File: config.mk
export PLATFORM = sky130hd
export DESIGN_NAME = sq_arbiter
export DESIGN_NICKNAME = d
export VERILOG_FILES = /design/src/rtl/sq_arbiter_pkg.sv /design/src/rtl/sq_rr_arb.sv /design/src/rtl/sq_arbiter.sv
export SDC_FILE = /design/constraint.sdc
export NUM_CORES = 1
export LEC_CHECK = 0
export ABC_CLOCK_PERIOD_IN_PS = 1900
export CORE_MARGIN = 2
export CORE_UTILIZATION = 36
export CTS_CLUSTER_SIZE = 40
export DETAILED_ROUTE_END_ITERATION = 10
export GPL_ROUTABILITY_DRIVEN = 0
export PLACE_DENSITY = 0.77
export RECOVER_POWER = 25
export SKIP_CTS_REPAIR_TIMING = 1
export SLEW_MARGIN = 20
export SYNTH_ARGS = -nofsm -noshare
export SYNTH_HDL_FRONTEND = slang
export SYNTH_HIERARCHICAL = 1
export SYNTH_SLANG_ARGS = --single-unit
export TNS_END_PERCENT = 100
File: constraint.sdc
create_clock -name CLK -period 1.9 [get_ports CLK]
set_input_delay 0.38 -clock CLK [delete_from_list [all_inputs] [get_ports CLK]]
set_output_delay 0.38 -clock CLK [all_outputs]
set_load 0.03 [all_outputs]
File: src/rtl/sq_arbiter_pkg.sv
// Shared types and constants for the square-datapath arbiter.
// State encoding, timeout default and the quiet-NaN abort payload.
package sq_arbiter_pkg;

    typedef enum logic [1:0] {
        S_IDLE  = 2'd0,
        S_ISSUE = 2'd1,
        S_WAIT  = 2'd2,
        S_RESP  = 2'd3
    } state_t;

    localparam logic [31:0] QNAN_CONST      = 32'h7FC00000;
    localparam int unsigned TIMEOUT_DEFAULT = 1023;

endpackage

File: src/rtl/sq_rr_arb.sv
// Two-way round-robin grant; last names the requester served most recently.
// Output is one-hot, or zero when disabled or nothing is requested.
module sq_rr_arb
    import sq_arbiter_pkg::*;
(
    input  logic [1:0] req,
    input  logic       last,
    input  logic       en,
    output logic [1:0] grant
);

    always_comb begin
        grant = 2'b00;
        if (en) begin
            if (req == 2'b11)
                grant = last ? 2'b01 : 2'b10;
            else
                grant = req;
        end
    end

endmodule

File: src/rtl/sq_arbiter.sv
// Two-requester front end for a shared square datapath, one op in flight.
// Optional WAIT watchdog enabled by defining SQ_ARB_TIMEOUT_EN.
module sq_arbiter
    import sq_arbiter_pkg::*;
#(
    parameter int unsigned TIMEOUT_CYCLES = TIMEOUT_DEFAULT
) (
    input  logic        CLK,
    input  logic        RST,
    input  logic [1:0]  req_valid,
    input  logic [31:0] req_A0,
    input  logic [31:0] req_A1,
    output logic [1:0]  req_ready,
    output logic [1:0]  resp_valid,
    input  logic [1:0]  resp_ready,
    output logic [31:0] resp_result,
    output logic        resp_overflow,
    output logic        resp_underflow,
    output logic        resp_err,
    output logic [31:0] dp_A,
    output logic        dp_start,
    input  logic        dp_done,
    input  logic [31:0] dp_result,
    input  logic        dp_overflow,
    input  logic        dp_underflow
);

    if (TIMEOUT_CYCLES < 1 || TIMEOUT_CYCLES > 65535) begin : g_chk
        $error("TIMEOUT_CYCLES out of range");
    end

    state_t      state_q, state_d;
    logic [1:0]  grant;
    logic [31:0] op_q;
    logic        g_q;
    logic        last_q;
    logic [31:0] res_q;
    logic        ovf_q;
    logic        unf_q;
    logic        expire;
    logic        in_wait;
    logic        hs;

    assign in_wait = (state_q == S_WAIT);
    assign hs      = (state_q == S_RESP) && resp_ready[g_q];

    sq_rr_arb u_arb (
        .req   (req_valid),
        .last  (last_q),
        .en    ((state_q == S_IDLE) && !RST),
        .grant (grant)
    );

`ifdef SQ_ARB_TIMEOUT_EN
    localparam logic [16:0] TMO = {1'b0, 16'(TIMEOUT_CYCLES)};

    logic [15:0] cnt_q;
    logic        err_q;

    // expire in the WAIT cycle that brings the count up to TIMEOUT_CYCLES
    assign expire = in_wait && (({1'b0, cnt_q} + 17'd1) == TMO);

    always_ff @(posedge CLK) begin
        if (RST) begin
            cnt_q <= '0;
            err_q <= 1'b0;
        end else begin
            if (state_q == S_ISSUE)
                cnt_q <= '0;
            else if (in_wait)
                cnt_q <= cnt_q + 16'd1;
            if (in_wait && dp_done)
                err_q <= 1'b0;
            else if (expire)
                err_q <= 1'b1;
        end
    end

    assign resp_err = !RST && err_q;
`else
    assign expire   = 1'b0;
    assign resp_err = 1'b0;
`endif

    always_comb begin
        state_d = state_q;
        unique case (state_q)
            S_IDLE:  if (|grant) state_d = S_ISSUE;
            S_ISSUE: state_d = S_WAIT;
            S_WAIT:  if (dp_done || expire) state_d = S_RESP;
            S_RESP:  if (hs) state_d = S_IDLE;
        endcase
    end

    always_ff @(posedge CLK) begin
        if (RST) begin
            state_q <= S_IDLE;
            last_q  <= 1'b1;
            op_q    <= '0;
            g_q     <= 1'b0;
            res_q   <= '0;
            ovf_q   <= 1'b0;
            unf_q   <= 1'b0;
        end else begin
            state_q <= state_d;
            if (|grant) begin
                op_q <= grant[0] ? req_A0 : req_A1;
                g_q  <= grant[1];
            end
            if (in_wait && dp_done) begin
                res_q <= dp_result;
                ovf_q <= dp_overflow;
                unf_q <= dp_underflow;
            end else if (expire) begin
                res_q <= QNAN_CONST;
                ovf_q <= 1'b0;
                unf_q <= 1'b0;
            end
            if (hs)
                last_q <= g_q;
        end
    end

    assign req_ready = grant;
    assign dp_start  = !RST && (state_q == S_ISSUE);
    assign dp_A      = (!RST && (state_q == S_ISSUE || in_wait))
                       ? op_q : '0;

    always_comb begin
        resp_valid = 2'b00;
        if (!RST && state_q == S_RESP)
            resp_valid = g_q ? 2'b10 : 2'b01;
    end

    assign resp_result    = RST ? '0 : res_q;
    assign resp_overflow  = !RST && ovf_q;
    assign resp_underflow = !RST && unf_q;

endmodule

==> results of run 1 <==
==> layer usage <==
metal / vias up / global-route usage, % / wire [µm]
li1: 1765 / - / -
met1: 1605 / 21.5 / 4470
met2: 155 / 31.7 / 5070
met3: 16 / 5.69 / 874
met4: 0 / 6.86 / 201
met5: - / 0 / 0
==> flip-flops by register name (all words and copies together), names as in the netlist <==
signal / count
unf_q: 1
last_q: 1
state_q: 2
ovf_q: 1
g_q: 1
res_q: 32
op_q: 32
==> cells in the final DEF (no fill, tap or decap), types with 4 or more instances in the layout <==
master,instances
mux2_4,10
buf_6,38
mux2_2,23
a21oi_1,68
clkbuf_8,11
buf_12,6
dlymetal6s2s_1,5
and2_4,32
clkdlybuf4s50_1,103
nor2b_1,35
buf_4,48
ha_1,4
nand2_1,133
dfxtp_1,68
==> power by group through the flow <==
stage / Combinational (mW) / Sequential (mW) / Clock [mW]
finish: 2.41 / 1.82 / 1.39
global route: 2.60 / 1.85 / 1.51
CTS: 1.93 / 1.80 / 1.43
detailed placement: 1.92 / 1.83 / 0
global placement: 1.88 / 1.82 / 0
floorplan: 1.22 / 1.80 / 0
==> kinds of logic after synthesis <==
logic type	count (synthesis)	share of synthesized area, %
simple gates	211	29.0
compound gates	75	11.5
flops	70	41.4
buf+inv	39	4.77
mux	34	11.4
fa+ha+maj	5	1.85
other cells	1	0.111
==> cell type report <==
| cell class | instances | share of cell area (%) |
|---|---|---|
| multi-input cells | 326 | 34.0 |
| clock inverters | 5 | 1.38 |
| inverters | 5 | 0.318 |
| flip-flops and latches | 70 | 23.8 |
| clock buffers | 11 | 2.57 |
| repair buffers | 206 | 35.6 |
| well taps | 111 | 2.36 |
==> final timing paths <==
check	startpoint	end	slack (ns)
hold / removal	RST	unf_q	0.41
setup / recovery	state_q[0]	dp_A[25]	-0.24
setup reg to reg	state_q[1]	op_q[23]	0.05
hold reg to reg	res_q[13]	res_q[13]	0.45
==> per-stage QoR <==
stage / instances / utilization [%] / worst slack [ns]
2_1_floorplan: 435 / - / -0.0725
3_3_place_gp: 705 / 56.5 / -0.122
3_5_place_dp: 705 / 56.5 / -0.175
4_1_cts: 721 / 59.1 / -0.360
5_1_grt: 734 / 64.1 / -0.303
6_report: 734 / 64.1 / -0.237
==> worst max-delay path, stage by stage, from the launching register on <==
cell and delay, ns:
dfxtp_2 0.34, inv_2 0.05, ha_4 0.25, nor2b_4 0.29
clkbuf_16 0.22, and2_4 0.15, buf_6 0.12
==> flow_metrics.tcl, run 1 <==
set metrics [dict create \
    required_ns 1.52 \
    die_x_um 101 \
    min_period_ns 2.14 \
    die_area_um2 10200 \
    cts_root_buffer "clkbuf_8" \
    peakVddDrop_uv 468 \
    vias_per_cell 4.82 \
    final_cell_area_um2 5900 \
    dr.pass1.iters 5 \
    rsz0062_at_grt "true" \
    grt_pass1_wl_um 14900 \
    status "complete, but fails checks" \
    fillers 741 \
    hold_viol 0 \
    ff_latch_area_um2 1400 \
    start_util_pct 36.8 \
    yosysWarningCount 6 \
    synth_seq_area_share_pct 41.4 \
    slew_violations 0 \
    multi_input_area_um2 2000 \
    yosys-top-cells-count "136 x nand2_1, 71 x a21oi_1, 70 x dfxtp_1, 37 x nor2b_1, 33 x and2_1" \
    internal_power_mw 3.77 \
    grt.overflow.total 0 \
    dp_hpwl_um 7010 \
    seq_power_share_pct 32.4 \
    yosysMostFrequentCell "nand2_1" \
    layout.nets 728 \
    numPortBuffers 175 \
    synth_area_um2 3380 \
    yosysTopAreaCellShare_pct 41.4 \
    num_rows 35 \
    switchingPower_mw 1.84 \
    area_delta_synth_final_pct 74.2 \
    numCtsBuffers 9 \
    cts_max_path_buffers 2 \
    antenna_cells 0 \
    place_area_um2 5200 \
    synth-edff-count 0 \
    netlist_instances 435 \
    core-area_um2 9200 \
    ios 177 \
    ys_seq_elements 70 \
    htree_levels 3 \
    finalCritPeriodShare_pct 112 \
    num_vias 3541 \
    synth_ff_type "dfxtp_1" \
    drv_cap 0 \
    finClkSkew_ns 0.0125 \
    ys_async_sr_fraction_pct 0 \
    fin_ws_ns -0.237 \
    drive_gt1_share_pct 30.8 \
    cp.arrival_ns 1.76 \
    setup_viol 33 \
    worstSetupEndpointType "output pin" \
    worstSetupPathType "flop to output pin" \
    synth.area.top_cells "dfxtp_1 41%, nand2_1 15%, mux2_2 11%, a21oi_1 10%, nor2b_1 6.8%" \
    p_leak_nw 2.48 \
    critPathMaxFanout 8 \
    grtUsageTotal_pct 18.4 \
    ant_nets 0 \
    drtIter0Drc 88 \
    p_per_area_nw_per_um2 952 \
    power_mw 5.61 \
    die_y_um 101 \
    synth_top_area_cell "dfxtp_1" \
    synth_cell_types 22 \
    cts.reportedPaths.clkPinSlew_ns 0.07 \
    routed_wirelength_um 10600 \
    violations "negative setup slack" \
    p_comb_share_pct 42.9 \
    hold_path.class "input pin to flop" \
    tns_ns -6.83 \
    clock_sinks 70 \
    clock_latency_ns 0.35 \
    syn_avg_cell_area_um2 7.78 \
    whs_ns 0.407 \
    switching_share_pct 32.8 \
    whs_path_depth 2 \
    grt_max_degree 37 \
    wl_per_cell_um 14.5 \
    synth_nets 545 \
    cts_tree "built" \
    reg2reg_depth 10 \
    max_freq_mhz 468 \
    pwr-share-clk_pct 24.8 \
    grt_pass1_vias 3240 \
    critPathLaunchType "flop" \
    antenna_found_initial 0 \
    drc 0 \
]
Power figures use the tool's default switching activity.
==> inputs of run 2 (changes only) <==
--- a/config.mk
+++ b/config.mk
@@ -6,12 +6,14 @@
 export NUM_CORES = 1
 export LEC_CHECK = 0
 export ABC_CLOCK_PERIOD_IN_PS = 1900
+export CELL_PAD_IN_SITES_DETAIL_PLACEMENT = 1
+export CELL_PAD_IN_SITES_GLOBAL_PLACEMENT = 2
 export CORE_MARGIN = 2
-export CORE_UTILIZATION = 36
+export CORE_UTILIZATION = 19
 export CTS_CLUSTER_SIZE = 40
 export DETAILED_ROUTE_END_ITERATION = 10
 export GPL_ROUTABILITY_DRIVEN = 0
-export PLACE_DENSITY = 0.77
+export PLACE_DENSITY_LB_ADDON = 0.1
 export RECOVER_POWER = 25
 export SKIP_CTS_REPAIR_TIMING = 1
 export SLEW_MARGIN = 20
==> run 2 against run 1 <==
Net effect:
- the run still ends with negative setup slack left
- via count is 0.71% higher
- first-iteration DRC count is 9.1% lower
- register-to-register slack worse by 0.10 ns
- sequential cell count stayed put
- sequential share of layout area decreased by 1.5 points
- core utilization shrank 28 points
- clock power grew 14%
==> flow_metrics.tcl, run 2 (same netlist as run 1, synthesis figures left out) <==
set metrics [dict create \
    internal_power_mw 4.14 \
    violations "negative setup slack" \
    dp_hpwl_um 8560 \
    antenna_found_initial 0 \
    cts_tree "built" \
    numPortBuffers 175 \
    vias_per_cell 4.18 \
    ios 177 \
    required_ns 1.52 \
    cts_root_buffer "clkbuf_16" \
    grt_pass1_wl_um 18900 \
    dr.pass1.iters 4 \
    r2r-start "state_q[1]" \
    cts.reportedPaths.clkPinSlew_ns 0.06 \
    power_mw 6.19 \
    grtUsageTotal_pct 13.1 \
    num_rows 48 \
    hold_start "res_q[6]" \
    die_area_um2 18900 \
    area_delta_synth_final_pct 85.7 \
    switching_share_pct 33.0 \
    rsz0062_at_grt "true" \
    hold_path.class "flop to flop" \
    whs_ns 0.450 \
    ant_nets 0 \
    htree_levels 3 \
    die_y_um 137 \
    placed_cells 821 \
    drc 0 \
    worstSetupPathType "flop to output pin" \
    clock_latency_ns 0.34 \
    num_vias 3566 \
    grt_max_degree 54 \
    place_ws_ns -0.133 \
    reg_top3 "op_q: 32 flops, res_q: 32 flops, state_q: 2 flops" \
    finalCritPeriodShare_pct 112 \
    min_period_ns 2.12 \
    numCtsBuffers 9 \
    setup_viol 37 \
    cts_max_path_buffers 2 \
    pwr-share-clk_pct 25.6 \
    status "complete, but fails checks" \
    drv_cap 0 \
    peakVddDrop_uv 517 \
    slew_violations 0 \
    start_util_pct 19.5 \
    max_freq_mhz 471 \
    final_cell_mix "123 x nand2_1, 103 x clkdlybuf4s50_1, 68 x dfxtp_1" \
    core-area_um2 17400 \
    worstSetupEndpointType "output pin" \
    finClkSkew_ns 0.00527 \
    switchingPower_mw 2.04 \
    routed_wirelength_um 13300 \
    critPathMaxFanout 8 \
    p_comb_share_pct 45.0 \
    fin_ws_ns -0.223 \
    startpoint "state_q[1]" \
    layout.nets 734 \
    seq_power_share_pct 29.4 \
    p_leak_nw 2.52 \
    cp.arrival_ns 1.74 \
    hold_viol 0 \
    critPathLaunchType "flop" \
    p_per_area_nw_per_um2 984 \
    die_x_um 137 \
    grt.overflow.total 0 \
    drive_gt1_share_pct 35.0 \
    clock_sinks 70 \
    antenna_cells 0 \
    grt_pass1_vias 3691 \
    wl_per_cell_um 15.6 \
    drtIter0Drc 80 \
    final_common_cell "nand2_1" \
    fillers 2002 \
    stdcell_count 853 \
]
run 2: changes by cell type in the layout (fill, tap and decap cells not counted), moves of 3 or more:
cell / delta
a21oi_2: +10
a21oi_1: -10
nand2_2: +9
dlymetal6s2s_1: -4
mux2_2: -4
clkbuf_8: -9
mux2_4: +4
nand2_1: -10
buf_12: +4
buf_4: +3
clkbuf_16: +10
run 2: layer usage:
| layer | vias to the layer above | GRT usage [%] | wire [µm] |
|---|---|---|---|
| met5 | - | 0 | 0 |
| met4 | 0 | 4.12 | 119 |
| met3 | 9 | 4.89 | 1160 |
| met2 | 114 | 21.8 | 6170 |
| met1 | 1670 | 15.6 | 5850 |
| li1 | 1773 | - | - |
run 2: power by group through the flow:
| stage | clock [mW] | combinational, mW | sequential (mW) |
|---|---|---|---|
| 3_3_place_gp | 0 | 2.05 | 1.82 |
| 4_1_cts | 1.66 | 2.08 | 1.80 |
| 5_1_grt | 1.75 | 3.01 | 1.85 |
| 2_1_floorplan | 0 | 1.22 | 1.80 |
| 6_report | 1.58 | 2.78 | 1.82 |
| 3_5_place_dp | 0 | 2.07 | 1.83 |
run 2: worst max-delay path, cell delays in order, from the launching register on:
cell and delay, ns:
dfxtp_2 0.33, inv_2 0.05, ha_4 0.25, nor2b_4 0.21, clkbuf_16 0.17, buf_12 0.12, and2_4 0.14, buf_6 0.12
run 2: final cells by class:
| class | count | area (µm²) | share of cell area (%) |
|---|---|---|---|
| clock inverter | 1 | 5.00 | 0.0796 |
| inverter | 5 | 18.8 | 0.299 |
| timing repair buffer | 212 | 2210 | 35.2 |
| tap | 225 | 282 | 4.48 |
| sequential | 70 | 1400 | 22.3 |
| clock buffer | 14 | 264 | 4.20 |
| multi-input combinational | 326 | 2100 | 33.4 |
run 2: worst paths after layout:
| check | end | slack, ns | cells past startpoint |
|---|---|---|---|
| worst min register to register | res_q[6] | 0.45 | 2 |
| worst max register to register | state_q[1] | -0.05 | 10 |
| worst min-delay path | res_q[6] | 0.45 | 2 |
| worst max-delay path | dp_A[20] | -0.22 | 7 |
run 2: metrics by stage:
stage                     area, µm²  utilization (%)  TNS, ns
after global placement         5400             31.1    -2.24
after floorplan                3460                -    -1.93
final                          6290             36.2    -6.59
after CTS                      5670             32.7    -7.30
after detailed placement       5400             31.1    -3.44
after global routing           6290             36.2   -10.01
